==> src/rtl/pipeline_hazard_ctrl.sv <==
// Hazard/stall controller for the 5-stage pipeline: gates IF/ID, ID/EX and PC writes,
// resolves load-use, taken-branch, imem-wait and multi-cycle EX hazards.
module pipeline_hazard_ctrl #(
  parameter int unsigned MUL_LAT = 4
) (
  input  logic        clk,
  input  logic        res,
  input  logic [4:0]  id_rs1,
  input  logic [4:0]  id_rs2,
  input  logic        id_uses_rs1,
  input  logic        id_uses_rs2,
  input  logic        id_multicycle,
  input  logic [4:0]  ex_rd,
  input  logic        ex_mem_read,
  input  logic        ex_branch_taken,
  input  logic        imem_ready,
  output logic        pc_write,
  output logic        ifid_write,
  output logic        ifid_flush,
  output logic        idex_bubble,
  output logic        ex_hold,
  output logic        busy,
  output logic [15:0] stall_cycles
);

  // state | meaning
  // RUN   | normal issue; hazards resolved by priority each cycle
  // BUSY  | multi-cycle op occupying EX; front end frozen until cnt reaches 1
  typedef enum logic {RUN, BUSY} state_t;

  localparam logic [7:0] BUSY_LOAD = 8'(MUL_LAT - 1);

  state_t      state_q, state_d;
  logic [7:0]  cnt_q, cnt_d;
  logic [15:0] stall_q, stall_d;
  logic        lu;

  assign lu = ex_mem_read && (ex_rd != 5'd0) &&
              ((id_uses_rs1 && (id_rs1 == ex_rd)) ||
               (id_uses_rs2 && (id_rs2 == ex_rd)));

  always_comb begin
    state_d     = state_q;
    cnt_d       = cnt_q;
    pc_write    = 1'b1;
    ifid_write  = 1'b1;
    ifid_flush  = 1'b0;
    idex_bubble = 1'b0;
    ex_hold     = 1'b0;
    if (!res) begin
      pc_write    = 1'b0;
      ifid_flush  = 1'b1;
      idex_bubble = 1'b1;
      state_d     = RUN;
      cnt_d       = 8'd0;
    end else begin
      unique case (state_q)
        RUN: begin
          if (ex_branch_taken) begin
            ifid_flush  = 1'b1;
            idex_bubble = 1'b1;
          end else if (lu) begin
            pc_write    = 1'b0;
            ifid_write  = 1'b0;
            idex_bubble = 1'b1;
          end else if (id_multicycle) begin
            pc_write   = imem_ready;
            ifid_flush = !imem_ready;
            if (MUL_LAT >= 2) begin
              state_d = BUSY;
              cnt_d   = BUSY_LOAD;
            end
          end else if (!imem_ready) begin
            pc_write   = 1'b0;
            ifid_flush = 1'b1;
          end
        end
        BUSY: begin
          pc_write   = 1'b0;
          ifid_write = 1'b0;
          ex_hold    = 1'b1;
          cnt_d      = cnt_q - 8'd1;
          // <= 1 rather than == 1 so a corrupted zero count cannot lock the pipe
          if (cnt_q <= 8'd1) state_d = RUN;
        end
        default: state_d = RUN;
      endcase
    end
  end

  always_comb begin
    stall_d = stall_q;
    if (!pc_write && (stall_q != 16'hFFFF)) stall_d = stall_q + 16'd1;
  end

  always_ff @(posedge clk) begin
    if (!res) begin
      state_q <= RUN;
      cnt_q   <= 8'd0;
      stall_q <= 16'd0;
    end else begin
      state_q <= state_d;
      cnt_q   <= cnt_d;
      stall_q <= stall_d;
    end
  end

  assign busy         = (state_q == BUSY);
  assign stall_cycles = stall_q;

endmodule
==> config.mk <==
export PLATFORM = sky130hd
export DESIGN_NAME = pipeline_hazard_ctrl
export DESIGN_NICKNAME = d
export VERILOG_FILES = /design/src/rtl/pipeline_hazard_ctrl.sv
export SDC_FILE = /design/constraint.sdc
export NUM_CORES = 1
export LEC_CHECK = 0
export BUFFER_PORTS_ARGS = -buffer_cell sky130_fd_sc_hd__buf_2
export CAP_MARGIN = 20
export CORE_ASPECT_RATIO = 1.2
export CORE_MARGIN = 3
export CORE_UTILIZATION = 51
export DETAILED_ROUTE_END_ITERATION = 8
export PLACE_DENSITY = 0.79
export SETUP_SLACK_MARGIN = 0.4
export SLEW_MARGIN = 20
export SYNTH_ARGS = -nofsm -noshare
export SYNTH_HDL_FRONTEND = slang
export SYNTH_SLANG_ARGS = --single-unit
==> constraint.sdc <==
create_clock -name clk -period 2.65 [get_ports clk]
set_input_delay 0.265 -clock clk [delete_from_list [all_inputs] [get_ports clk]]
set_output_delay 0.265 -clock clk [all_outputs]
set_load 0.02 [all_outputs]
==> results of run 1 <==
[critical path: stages]
cell and delay, ps:
buf_2 120, or4_1 510, o21ai_0 310, or2_2 210, nor2_1 50, o21ai_0 160
buf_2 190
[per-stage QoR]
| step | util | cells | worst slack [ps] | hold WS (ps) |
|---|---|---|---|---|
| after CTS | 0.658 | 256 | 512 | 317 |
| after floorplan | - | 179 | 627 | 447 |
| after detailed placement | 0.648 | 252 | 228 | 468 |
| final | 0.658 | 256 | 561 | 326 |
| after global routing | 0.658 | 256 | 438 | 331 |
| after global placement | 0.648 | 252 | 332 | 457 |
[layout make-up]
cell class	instances	area (µm²)	area share
clock buffers	3	22.5	0.0129
flip-flops and latches	25	500	0.287
well taps	33	41.3	0.0236
clock inverters	1	5.00	0.00287
multi-input cells	140	905	0.518
inverters	6	22.5	0.0129
repair buffers	48	250	0.143
[sequential cells by signal, summed over array words and instances, names as in the netlist]
register / count
stall_cycles: 16
busy: 1
cnt_q: 8
[cell usage after synthesis, types with 6 or more instances]
| cell | count |
|---|---|
| dfxtp_1 | 25 |
| or4_1 | 9 |
| nand3_1 | 9 |
| nand2b_1 | 7 |
| a21oi_1 | 16 |
| o21ai_0 | 6 |
| or3_1 | 6 |
| nand2_1 | 17 |
| xor2_1 | 8 |
| inv_1 | 6 |
| o31ai_1 | 7 |
[final timing paths]
kind / start / end / slack (ps) / depth (start not counted)
worst max-delay path: ex_rd[1] / ifid_write / 560 / 7
worst min-delay path: res / stall_cycles[9] / 330 / 2
worst max register to register: stall_cycles[0] / stall_cycles[6] / 620 / 6
worst min register to register: cnt_q[6] / cnt_q[6] / 490 / 2
[cell families (layout without fill, tap and decap cells)]
group	after synthesis	after routing	share of synthesized area
and+or+nand+nor	81	81	0.316
AOI/OAI and AO/OA	40	40	0.172
DFF	25	25	0.340
buffers and inverters	14	58	0.0467
xor gates and xnor gates	11	11	0.0654
muxes	5	5	0.0340
adders and majority gates	3	3	0.0255
[report_power, final]
group / switching, mW / internal [mW] / leakage (nW)
Sequential: 0.0199 / 0.392 / 0.203
Combinational: 0.0861 / 0.0674 / 0.502
Clock: 0.116 / 0.0564 / 0.0177
[metal layers]
| metal | share of wire | track usage |
|---|---|---|
| met1 | 0.44 | 0.267 |
| met2 | 0.50 | 0.364 |
| met3 | 0.061 | 0.0368 |
| met4 | 0 | 0.0365 |
| met5 | 0 | 0 |
==> flow_summary.json, run 1 <==
{
  "cp-end-kind": "output pin",
  "dp_hpwl_mm": 2.70,
  "die_area_mm2": 0.00357,
  "insertion_delay_ps": 310,
  "final_area_mm2": 0.00175,
  "placed_area_mm2": 0.00172,
  "finalClockSkew_ps": 2.99,
  "chipHeight_um": 64.9,
  "grt_start_max_net_pins": 21,
  "hold_class": "primary input to flop",
  "drc": 0,
  "place_congestion": 0.860,
  "drt-pass1-iter-count": 4,
  "core_area_mm2": 0.00265,
  "worstMarginPinSlew_ps": 545,
  "final_max_slew_viol_count": 0,
  "port_buffers": 44,
  "power_mw": 0.738,
  "via_per_inst": 5.94,
  "layout_commonest_cell": "buf_2",
  "most-common-layout-cells": "44 x buf_2, 25 x dfxtp_1, 17 x nand2_1",
  "fmax_mhz": 479,
  "diodes": 0,
  "cellPowerDensity_mw_per_mm2": 423,
  "grt_usage": 0.210,
  "synth_nets": 205,
  "hold_violations": 0,
  "synth-main-ff-cell": "dfxtp_1",
  "peakVddDrop_mv": 0.315,
  "finalSetupViolations": 0,
  "nets": 250,
  "ys_top_cells_by_area": "dfxtp_1 34%, a21oi_1 5.4%, xor2_1 4.8%",
  "avgSynthCellArea_um2": 8.23,
  "fin_tns_setup_ps": 0,
  "power_leakage_nw": 0.723,
  "crit_required_ps": 2380,
  "fp.dieW_um": 55.1,
  "status": "finished clean",
  "postSynthCellCount": 179,
  "synth_top_area_cell": "dfxtp_1",
  "synth_edf_count": 0,
  "max-slew-margin-rel": 0.634,
  "synthDistinctLibCells": 36,
  "critPathKind": "primary input to output pin",
  "path_clk_slew_ps": 140,
  "path_max_fanout": 4,
  "post-route-period-util": 0.788,
  "cts_resized": 0,
  "grt_pass1_wl_mm": 5.84,
  "rows": 20,
  "yosys_register_bits": 25,
  "maxCapViolCount": 0,
  "drt_iter0_drc": 31,
  "post-route-min-period_ps": 2090,
  "critPathArrivalTime_ps": 1820,
  "clock-sinks": 25,
  "post_cts_buffers": 0,
  "tritoncts": "yes",
  "antenna_found_initial": 0,
  "io_pins": 45,
  "drive_gt1_frac": 0.274,
  "netlist_area_mm2": 0.00147,
  "initial_utilization": 0.555,
  "num_vias": 1520,
  "routed_wl_mm": 3.48,
  "grt_setup_unrepaired": "false",
  "num-fill-cells": 257,
  "routedWlPerCell_um": 13.6,
  "seq_area_frac_synth": 0.340,
  "cts_buffers": 3,
  "overflow": 0,
  "postCtsHoldBufs": 0,
  "ant_nets": 0,
  "yosysWarnings": 0,
  "start_kind": "primary input",
  "async_reset_ff_frac": 0,
  "cts_htree_levels": 1,
  "grt_pass1_vias": 1403,
  "yosys.area.top_type_share": 0.340,
  "clockBufferDepth": 2,
  "syn2layout_area_growth_pct": 18.6,
  "cts-root-buf": "clkbuf_4"
}
(Power assumes the default switching activity.)
==> run 2, diff against run 1 <==
- clock period: 2.65 -> 2.1 ns (I/O delays scaled with it)
==> run 2 against run 1 <==
Effect of this change:
- register-to-register slack worse by 290 ps
- sequential power is 24% higher
- worst hold slack worse by 18 ps
- clock power is 33% higher
- core utilization is 17 points higher
- routed wire length is 34% higher
- combinational power is 93% higher
- largest cell class unchanged
==> flow_summary.json, run 2 (same netlist as run 1, synthesis figures left out) <==
{
  "worst_path_most_repeated_cell": "buf_12",
  "fmax_mhz": 544,
  "drt_iter0_drc": 55,
  "routed_wl_mm": 4.67,
  "overflow": 0,
  "worstMarginPinSlew_ps": 490,
  "hold_violations": 0,
  "syn2layout_area_growth_pct": 49.4,
  "finalSetupViolations": 0,
  "combPwrFrac": 0.285,
  "post-route-period-util": 0.875,
  "drc": 0,
  "peakVddDrop_mv": 0.400,
  "drt-pass1-iter-count": 4,
  "maxCapViolCount": 0,
  "path_clk_slew_ps": 150,
  "io_pins": 45,
  "layout_commonest_cell": "buf_2",
  "ant_nets": 0,
  "dr_wl_met3_um": 220,
  "grt_usage": 0.249,
  "intPower_mw": 0.709,
  "min_path_cells": 3,
  "nets": 264,
  "grt_start_max_net_pins": 20,
  "clock-sinks": 25,
  "most-common-layout-cells": "36 x buf_2, 15 x nand2_1, 13 x dfxtp_1, 13 x buf_4, 11 x a21oi_1",
  "max-slew-margin-rel": 0.672,
  "slowest_stage": "nor4_1",
  "die_area_mm2": 0.00357,
  "port_buffers": 44,
  "rows": 20,
  "rr_worst_depth": 6,
  "path_max_fanout": 11,
  "insertion_delay_ps": 320,
  "critPathArrivalTime_ps": 2090,
  "swShare": 0.316,
  "grt_setup_unrepaired": "true",
  "crit_required_ps": 2360,
  "wl_met1_mm": 1.60,
  "start_kind": "primary input",
  "cts_htree_levels": 1,
  "drive_gt1_frac": 0.477,
  "cp.depth": 9,
  "largest_register_ffs": 16,
  "critPathMaxStageDelay_ps": 370,
  "cellPowerDensity_mw_per_mm2": 472,
  "core_area_mm2": 0.00265,
  "routedWlPerCell_um": 17.3,
  "finalClockSkew_ps": 1.35,
  "critical_path_buf_inv_count": 3,
  "hold_class": "primary input to flop",
  "status": "finished clean",
  "num-fill-cells": 179,
  "grt_pass1_vias": 1544,
  "via_per_inst": 6.06,
  "cp-end-kind": "flop",
  "p_clk_frac": 0.222,
  "dp_hpwl_mm": 2.82,
  "top_layer": "met4",
  "dr_wl_met2_mm": 2.75,
  "critPathTopFamily": "simple AND/OR/NAND/NOR gates",
  "cts-root-buf": "clkbuf_4",
  "switchingPower_mw": 0.328,
  "cts_buffers": 3,
  "clockBufferDepth": 2,
  "diodes": 0,
  "power_leakage_nw": 0.871,
  "hold_slack_ps": 308,
  "grt_pass1_wl_mm": 6.70,
  "tritoncts": "yes",
  "initial_utilization": 0.555,
  "post-route-min-period_ps": 1840,
  "critPathKind": "primary input to flop",
  "place_congestion": 0.806,
  "num_vias": 1636,
  "fp.dieW_um": 55.1,
  "crit_chain": "buf_6 -> xor2_1 -> nor4_1 -> a32oi_2 -> o31a_1 -> buf_12 -> buf_12 -> or3_1 -> a21oi_1",
  "antenna_found_initial": 0,
  "finalWorstSetupSlack_ps": 263,
  "chipHeight_um": 64.9,
  "power_frac_seq": 0.494,
  "final_max_slew_viol_count": 0,
  "dp_slack_ps": -36.6
}
[run 2: layer usage]
layer	track usage	up-vias
met4	0.0851	0
met2	0.460	62
met5	0	-
met1	0.275	779
met3	0.0322	16
li1	-	779
[run 2: power by group through the flow]
stage | logic [mW] | registers, mW | clock network, mW
after floorplan | 0.137 | 0.531 | 0
after global placement | 0.207 | 0.522 | 0
after detailed placement | 0.218 | 0.525 | 0
after CTS | 0.270 | 0.514 | 0.234
after global routing | 0.318 | 0.515 | 0.253
final | 0.295 | 0.512 | 0.230
[run 2: area by class of cell]
type / instances / area [µm²] / share of cell area
clock buffer: 3 / 22.5 / 0.0102
clock inverter: 1 / 7.51 / 0.00341
timing repair buffer: 62 / 474 / 0.216
multi-input combinational: 140 / 1110 / 0.504
tap: 33 / 41.3 / 0.0188
sequential: 25 / 523 / 0.238
inverter: 6 / 22.5 / 0.0102
[run 2: worst paths after layout]
| kind | startpoint | to | slack, ps |
|---|---|---|---|
| max | ex_rd[1] | stall_cycles[12] | 260 |
| min | id_multicycle | cnt_q[0] | 310 |
| max reg2reg | stall_cycles[0] | stall_cycles[10] | 330 |
| min reg2reg | cnt_q[6] | cnt_q[6] | 490 |
[run 2: through the flow]
step	utilization	cells	power, mW	setup TNS [ps]	instance area, µm²
after global placement	0.691	256	0.730	0	1830
after CTS	0.776	268	1.02	0	2060
final	0.829	270	1.04	0	2200
after global routing	0.829	270	1.09	0	2200
after detailed placement	0.691	256	0.743	-107	1830
after floorplan	-	179	0.667	0	1550
[run 2: timing repair]
item,4_1_cts,5_1_grt
endpoints found under the setup margin,18,21
hold buffers,0,0
gates cloned,2,0
buffers inserted,6,2
resized for setup,26,32
pin swaps,7,18
[run 2: worst reg2reg max path: stages (launching register included)]
cell     delay, ps
dfxtp_2        390
ha_1           240
nand4_1        200
nor3_4          90
buf_6          140
or4_1          490
a21oi_1        160
